[config.mk]
export PLATFORM = sky130hd
export DESIGN_NAME = bridge_rr_arbiter_resp_flat
export DESIGN_NICKNAME = d
export VERILOG_FILES = /design/src/rtl/bridge_rr_arbiter_resp_if.sv /design/src/rtl/bridge_rr_arbiter_resp.sv /design/src/flat_wrapper.sv
export SDC_FILE = /design/constraint.sdc
export NUM_CORES = 1
export LEC_CHECK = 0
export BUFFER_PORTS_ARGS = -buffer_cell sky130_fd_sc_hd__buf_2
export CORE_AREA = 5 5 202 204
export DETAILED_ROUTE_END_ITERATION = 12
export DIE_AREA = 0 0 207 209
export GPL_TIMING_DRIVEN = 0
export SYNTH_ARGS = -nofsm -noshare
export SYNTH_HDL_FRONTEND = slang
export SYNTH_SLANG_ARGS = --single-unit
[constraint.sdc]
create_clock -name clk -period 3.8 [get_ports clk]
set_input_delay 0.38 -clock clk [delete_from_list [all_inputs] [get_ports clk]]
set_output_delay 0.38 -clock clk [all_outputs]
set_load 0.05 [all_outputs]
[src/rtl/bridge_rr_arbiter_resp_if.sv]
// Bundle of requester-side and bridge-side signals for bridge_rr_arbiter_resp.
//   slave  : the arbiter's view (takes channel requests and bridge responses)
//   master : the surrounding logic's view (drives requests, grant, responses)
// Per-channel fields are packed [N_CH-1:0][W-1:0], so channel k sits at
// bits [k*W +: W] of the flattened vector.
interface bridge_rr_arbiter_resp_if #(
  parameter int N_CH       = 4,
  parameter int ADDR_WIDTH = 32,
  parameter int DATA_WIDTH = 32,
  parameter int BE_WIDTH   = DATA_WIDTH/8,
  parameter int ID_WIDTH   = 20,
  parameter int MAX_OUTST  = 4
);
  // requester channels
  logic [N_CH-1:0]                 data_req_i;
  logic [N_CH-1:0][ADDR_WIDTH-1:0] data_add_i;
  logic [N_CH-1:0]                 data_wen_i;
  logic [N_CH-1:0][DATA_WIDTH-1:0] data_wdata_i;
  logic [N_CH-1:0][BE_WIDTH-1:0]   data_be_i;
  logic [N_CH-1:0][ID_WIDTH-1:0]   data_ID_i;
  logic [N_CH-1:0]                 data_gnt_o;
  // merged bridge master port
  logic                            data_req_o;
  logic [ADDR_WIDTH-1:0]           data_add_o;
  logic                            data_wen_o;
  logic [DATA_WIDTH-1:0]           data_wdata_o;
  logic [BE_WIDTH-1:0]             data_be_o;
  logic [ID_WIDTH-1:0]             data_ID_o;
  logic                            data_gnt_i;
  // responses
  logic                            r_valid_i;
  logic [DATA_WIDTH-1:0]           r_rdata_i;
  logic [N_CH-1:0]                 r_valid_o;
  logic [DATA_WIDTH-1:0]           r_rdata_o;
  // status
  logic [$clog2(MAX_OUTST+1)-1:0]  outst_o;
  logic                            err_o;

  modport slave (
    input  data_req_i, data_add_i, data_wen_i, data_wdata_i, data_be_i, data_ID_i,
    input  data_gnt_i, r_valid_i, r_rdata_i,
    output data_gnt_o, data_req_o, data_add_o, data_wen_o, data_wdata_o, data_be_o,
    output data_ID_o, r_valid_o, r_rdata_o, outst_o, err_o
  );

  modport master (
    output data_req_i, data_add_i, data_wen_i, data_wdata_i, data_be_i, data_ID_i,
    output data_gnt_i, r_valid_i, r_rdata_i,
    input  data_gnt_o, data_req_o, data_add_o, data_wen_o, data_wdata_o, data_be_o,
    input  data_ID_o, r_valid_o, r_rdata_o, outst_o, err_o
  );
endinterface

[src/rtl/bridge_rr_arbiter_resp.sv]
// N-channel round-robin request arbiter with in-order response routing.
// Ports:
//   clk  - clock, all state on posedge
//   rst  - synchronous active-high reset
//   bus  - bridge_rr_arbiter_resp_if.slave: channel requests/grants, merged
//          bridge request, response steering, outstanding count, sticky error
// Every handshake pushes the winning channel index into a small FIFO; each
// bridge response pops the head and is steered to that channel.

// Per-channel grant / response-valid decode.
module bridge_rr_arbiter_resp_lane #(
  parameter int RR_W = 2,
  parameter int LANE = 0
) (
  input  logic [RR_W-1:0] winner,
  input  logic [RR_W-1:0] head,
  input  logic            hs,
  input  logic            pop,
  output logic            gnt,
  output logic            rvld
);
  assign gnt  = hs  & (winner == RR_W'(LANE));
  assign rvld = pop & (head   == RR_W'(LANE));
endmodule

module bridge_rr_arbiter_resp #(
  parameter int N_CH       = 4,
  parameter int ADDR_WIDTH = 32,
  parameter int DATA_WIDTH = 32,
  parameter int BE_WIDTH   = DATA_WIDTH/8,
  parameter int ID_WIDTH   = 20,
  parameter int MAX_OUTST  = 4
) (
  input  logic                   clk,
  input  logic                   rst,
  bridge_rr_arbiter_resp_if.slave bus
);
  localparam int RR_W  = $clog2(N_CH);
  localparam int PTR_W = $clog2(MAX_OUTST);
  localparam int CNT_W = $clog2(MAX_OUTST+1);

  logic [RR_W-1:0]  rr_q, winner, head;
  logic [RR_W:0]    idx;
  logic [RR_W-1:0]  fifo_q [MAX_OUTST];
  logic [PTR_W-1:0] wp_q, rp_q;
  logic [CNT_W-1:0] cnt_q;
  logic             err_q;
  logic             full, hs, pop, underflow;

  // Scan rr_q, rr_q+1, ... backwards so the lowest offset with a request wins.
  always_comb begin
    winner = rr_q;
    idx    = '0;
    for (int i = N_CH-1; i >= 0; i--) begin
      idx = {1'b0, rr_q} + (RR_W+1)'(i);
      if (idx >= (RR_W+1)'(N_CH)) idx = idx - (RR_W+1)'(N_CH);
      if (bus.data_req_i[idx[RR_W-1:0]]) winner = idx[RR_W-1:0];
    end
  end

  // Full depends only on registered count, so r_valid_i never reaches data_req_o.
  assign full      = (cnt_q == CNT_W'(MAX_OUTST));
  assign hs        = bus.data_req_o & bus.data_gnt_i;
  assign pop       = bus.r_valid_i & (cnt_q != '0);
  assign underflow = bus.r_valid_i & (cnt_q == '0);
  assign head      = fifo_q[rp_q];

  assign bus.data_req_o   = (|bus.data_req_i) & ~full;
  assign bus.data_add_o   = bus.data_add_i[winner];
  assign bus.data_wen_o   = bus.data_wen_i[winner];
  assign bus.data_wdata_o = bus.data_wdata_i[winner];
  assign bus.data_be_o    = bus.data_be_i[winner];
  assign bus.data_ID_o    = bus.data_ID_i[winner];
  assign bus.r_rdata_o    = bus.r_rdata_i;
  assign bus.outst_o      = cnt_q;
  assign bus.err_o        = err_q;

  for (genvar k = 0; k < N_CH; k++) begin : g_lane
    bridge_rr_arbiter_resp_lane #(.RR_W(RR_W), .LANE(k)) u_lane (
      .winner (winner),
      .head   (head),
      .hs     (hs),
      .pop    (pop),
      .gnt    (bus.data_gnt_o[k]),
      .rvld   (bus.r_valid_o[k])
    );
  end

  // FIFO storage needs no reset: entries are only read when count != 0.
  always_ff @(posedge clk) begin
    if (hs) fifo_q[wp_q] <= winner;
  end

  always_ff @(posedge clk) begin
    if (rst) begin
      rr_q  <= '0;
      wp_q  <= '0;
      rp_q  <= '0;
      cnt_q <= '0;
      err_q <= 1'b0;
    end else begin
      if (hs) begin
        rr_q <= (winner == RR_W'(N_CH-1)) ? '0 : winner + 1'b1;
        wp_q <= wp_q + 1'b1;
      end
      if (pop) rp_q <= rp_q + 1'b1;
      case ({hs, pop})
        2'b10:   cnt_q <= cnt_q + 1'b1;
        2'b01:   cnt_q <= cnt_q - 1'b1;
        default: cnt_q <= cnt_q;
      endcase
      if (underflow) err_q <= 1'b1;
    end
  end
endmodule

[src/flat_wrapper.sv]
// flat-port wrapper written by rule: the top's interface ports become plain ports
module bridge_rr_arbiter_resp_flat 
#(
  parameter int N_CH       = 4,
  parameter int ADDR_WIDTH = 32,
  parameter int DATA_WIDTH = 32,
  parameter int BE_WIDTH   = DATA_WIDTH/8,
  parameter int ID_WIDTH   = 20,
  parameter int MAX_OUTST  = 4
)
  (clk, rst, bus_data_req_i, bus_data_add_i, bus_data_wen_i, bus_data_wdata_i, bus_data_be_i, bus_data_ID_i, bus_data_gnt_i, bus_r_valid_i, bus_r_rdata_i, bus_data_gnt_o, bus_data_req_o, bus_data_add_o, bus_data_wen_o, bus_data_wdata_o, bus_data_be_o, bus_data_ID_o, bus_r_valid_o, bus_r_rdata_o, bus_outst_o, bus_err_o);
  bridge_rr_arbiter_resp_if #(.N_CH(N_CH), .ADDR_WIDTH(ADDR_WIDTH), .DATA_WIDTH(DATA_WIDTH), .BE_WIDTH(BE_WIDTH), .ID_WIDTH(ID_WIDTH), .MAX_OUTST(MAX_OUTST)) bus_i ();
  input  logic clk;
  input  logic rst;
  input wire logic [$bits(bus_i.data_req_i)-1:0] bus_data_req_i;
  input wire logic [$bits(bus_i.data_add_i)-1:0] bus_data_add_i;
  input wire logic [$bits(bus_i.data_wen_i)-1:0] bus_data_wen_i;
  input wire logic [$bits(bus_i.data_wdata_i)-1:0] bus_data_wdata_i;
  input wire logic [$bits(bus_i.data_be_i)-1:0] bus_data_be_i;
  input wire logic [$bits(bus_i.data_ID_i)-1:0] bus_data_ID_i;
  input wire logic [$bits(bus_i.data_gnt_i)-1:0] bus_data_gnt_i;
  input wire logic [$bits(bus_i.r_valid_i)-1:0] bus_r_valid_i;
  input wire logic [$bits(bus_i.r_rdata_i)-1:0] bus_r_rdata_i;
  output wire logic [$bits(bus_i.data_gnt_o)-1:0] bus_data_gnt_o;
  output wire logic [$bits(bus_i.data_req_o)-1:0] bus_data_req_o;
  output wire logic [$bits(bus_i.data_add_o)-1:0] bus_data_add_o;
  output wire logic [$bits(bus_i.data_wen_o)-1:0] bus_data_wen_o;
  output wire logic [$bits(bus_i.data_wdata_o)-1:0] bus_data_wdata_o;
  output wire logic [$bits(bus_i.data_be_o)-1:0] bus_data_be_o;
  output wire logic [$bits(bus_i.data_ID_o)-1:0] bus_data_ID_o;
  output wire logic [$bits(bus_i.r_valid_o)-1:0] bus_r_valid_o;
  output wire logic [$bits(bus_i.r_rdata_o)-1:0] bus_r_rdata_o;
  output wire logic [$bits(bus_i.outst_o)-1:0] bus_outst_o;
  output wire logic [$bits(bus_i.err_o)-1:0] bus_err_o;
  assign bus_i.data_req_i = bus_data_req_i;
  assign bus_i.data_add_i = bus_data_add_i;
  assign bus_i.data_wen_i = bus_data_wen_i;
  assign bus_i.data_wdata_i = bus_data_wdata_i;
  assign bus_i.data_be_i = bus_data_be_i;
  assign bus_i.data_ID_i = bus_data_ID_i;
  assign bus_i.data_gnt_i = bus_data_gnt_i;
  assign bus_i.r_valid_i = bus_r_valid_i;
  assign bus_i.r_rdata_i = bus_r_rdata_i;
  assign bus_data_gnt_o = bus_i.data_gnt_o;
  assign bus_data_req_o = bus_i.data_req_o;
  assign bus_data_add_o = bus_i.data_add_o;
  assign bus_data_wen_o = bus_i.data_wen_o;
  assign bus_data_wdata_o = bus_i.data_wdata_o;
  assign bus_data_be_o = bus_i.data_be_o;
  assign bus_data_ID_o = bus_i.data_ID_o;
  assign bus_r_valid_o = bus_i.r_valid_o;
  assign bus_r_rdata_o = bus_i.r_rdata_o;
  assign bus_outst_o = bus_i.outst_o;
  assign bus_err_o = bus_i.err_o;
  bridge_rr_arbiter_resp #(.N_CH(N_CH), .ADDR_WIDTH(ADDR_WIDTH), .DATA_WIDTH(DATA_WIDTH), .BE_WIDTH(BE_WIDTH), .ID_WIDTH(ID_WIDTH), .MAX_OUTST(MAX_OUTST)) u_core (.clk(clk), .rst(rst), .bus(bus_i));
endmodule
==> impl_metrics.toml <==
[status]
status = "complete, no violations"

[routing]
routed_wl_mm = 31.5
drtPass1Iterations = 7
wl_per_cell_um = 18.9
num_vias = 6966
drc_errors = 0
drt-initial-drc-count = 544
via_per_inst = 4.17
antenna_left = 0

[timing]
clock_skew_ns = 0.00207
fmax_mhz = 287
slew_headroom_pct = 36.9
worstMarginPinSlew_ns = 0.947
tns_ns = 0
finalSetupViolations = 0
fin_crit_ns = 3.49
slew_viol_final = 0
fin_crit_sh_pct = 91.8
whs_ns = 0.315
hold_viol = 0
rsz0062_at_grt = "no"

[layout]
final_cell_mix = "buf_2, nand2_1, a21oi_1, a32oi_1, buf_4"
drive_gt1_share_pct = 52.0
finalNetCount = 1553
final_common_cell = "buf_2"
area_delta_synth_final_pct = 82.1
design_area_mm2 = 0.00722
fin_cells = 1672

[logic_synthesis]
ys_warn_count = 0
synthSimpleGateAreaFrac_pct = 29.8
synth_seq_cells = 20
seq_area_frac_synth_pct = 12.1
synth_edf_count = 8
syn_inst = 645
synth.distinct_cells = 35
synth_compound_area_share_pct = 33.1
synthAdderAreaFrac_pct = 3.35
synth_fp_nets = 1051
ys.flop_type = "dfxtp_1"
synth_top_family_by_area = "compound AO/OA/AOI/OAI gates"
postSynth.asyncResetShare_pct = 0
synth_area_mm2 = 0.00396
synthMuxAreaShare_pct = 1.64
avgSynthCellArea_um2 = 6.15
synth-xor-area-share_pct = 1.10

[power]
vdd_drop_max_v = 0.000234
intPower_mw = 1.43
swShare_pct = 66.1
total_power_mw = 4.23
power_density_mw_per_mm2 = 585
switchingPower_mw = 2.79
clkPwrFrac_pct = 6.8
seq_power_share_pct = 7.6
p_leak_nw = 3.70
p_comb_share_pct = 85.6

[floorplanning]
ios = 530
fp.dieH_um = 209
num_rows = 73
die_w_um = 207
initial_core_util_pct = 10.1
core_area_mm2 = 0.0391
dieArea_mm2 = 0.0433

[global_routing]
grt.busiest_layer = "met2"
met3_usage_pct = 2.57
first_global_vias = 6995
grtUsageMet1_pct = 15.3
grt_pass1_wl_mm = 43.4
grt_use_total_pct = 12.9
grt_max_degree = 16
met2_usage_pct = 23.0
overflow = 0
antenna_found_initial = 2

[worst_setup_path]
crit_path_end_kind = "primary output"
crit_type = "reg -> out"
required_ns = 3.42
startpoint_type = "register"
crit_path_max_fanout = 10
critPathArrivalTime_ns = 3.11

[placed_design]
dpl_cell_area_mm2 = 0.00711
hpwl_mm = 26.5
place.gp.congestion = 0.983
dp_cells = 1667
portBuffers = 497

[job]
drv_cap = 0

[clock_tree]
cts_resized = 0
cts_buffers = 3
clkSinkCount = 20
clockBufferDepth = 2
hold_buffers = 0
h-tree-depth = 1
clk_pin_slew_ns = 0.06
cts_setup_buffers = 0
cts-root-buf = "clkbuf_16"
clk_latency_ns = 0.25
cts_tree = "done"

[worst_hold_path]
hold_path_class = "in -> reg"
-- metal layers --
| metal | part of all wire [%] | up-vias |
|---|---|---|
| li1 | - | 3246 |
| met1 | 39 | 3232 |
| met2 | 49 | 430 |
| met3 | 7.6 | 56 |
| met4 | 4.5 | 2 |
| met5 | 0.041 | - |
-- state kept, by name, indices dropped and copies added (netlist names), named ones only --
signal and flops:
u_core.bus.err_o 1, u_core.bus.outst_o 3, u_core.wp_q 2, u_core.rr_q 2, u_core.fifo_q 8, u_core.rp_q 2
-- power by group through the flow --
stage | clock (mW) | sequential, mW | combinational [mW]
3_5_place_dp | 0 | 0.324 | 3.63
4_1_cts | 0.291 | 0.320 | 3.64
3_3_place_gp | 0 | 0.322 | 3.62
2_1_floorplan | 0 | 0.370 | 2.46
5_1_grt | 0.306 | 0.328 | 3.82
6_report | 0.289 | 0.320 | 3.62
-- cell usage after synthesis (2+ instances only) --
library cell  count  area, um2
inv_1            12       45.0
xnor2_1           2       17.5
mux4_2            2       45.0
buf_6            11        124
xor2_1            3       26.3
nor3_1            3       15.0
nor2_1           14       52.6
ha_1              9        113
a32oi_1          90        788
buf_2            32        160
dfxtp_1          12        240
and3_1            9       56.3
nand2_1         269       1010
edfxtp_1          8        240
buf_4            47        353
a21oi_1          92        460
clkbuf_1          8       30.0
mux2i_1           2       20.0
o22ai_1           3       18.8
buf_1             2       7.51
-- worst paths after layout --
check,depth (start not counted),end,from,slack [ns]
worst max-delay path,7,bus_data_add_o[11],u_core.rr_q[1],0.31
worst min-delay path,2,u_core.rr_q[0],rst,0.32
worst max register to register,11,u_core.bus.outst_o[2],u_core.bus.outst_o[0],1.03
worst min register to register,2,u_core.bus.err_o,u_core.bus.err_o,0.46
-- worst max-delay path, cell delays in order (launching register included) --
cell and delay [ns]:
dfxtp_1 0.44, o22ai_1 0.11, a222oi_1 0.33, buf_2 0.38, clkbuf_1 0.75, a21oi_1 0.08
a32oi_1 0.39, buf_2 0.35
-- cell families (layout without fill, tap and decap cells) --
| group | count (synthesis) | after routing |
|---|---|---|
| AO/OA/AOI/OAI | 190 | 190 |
| XOR/XNOR | 5 | 5 |
| adder cells (fa/ha/maj) | 10 | 10 |
| buffers and inverters | 114 | 615 |
| flip-flops | 20 | 20 |
| multiplexers | 4 | 4 |
| other | 0 | 1 |
| AND/OR/NAND/NOR | 302 | 302 |
-- per-stage QoR --
step / util, % / setup WS, ns
2_1_floorplan: - / 0.410
4_1_cts: 18.5 / 0.166
5_1_grt: 18.5 / 0.0161
3_3_place_gp: 18.2 / 0.301
3_5_place_dp: 18.2 / 0.264
6_report: 18.5 / 0.310
-- layout make-up --
cell class	instances	area [um2]
clock buffer	3	75.1
tap	525	657
sequential	20	480
fill	4611	31900
buffer	101	697
timing repair buffer	497	2490
multi-input combinational	511	2740
antenna	1	2.50
clock inverter	1	30.0
inverter	13	53.8
Power figures use the tool's default switching activity.
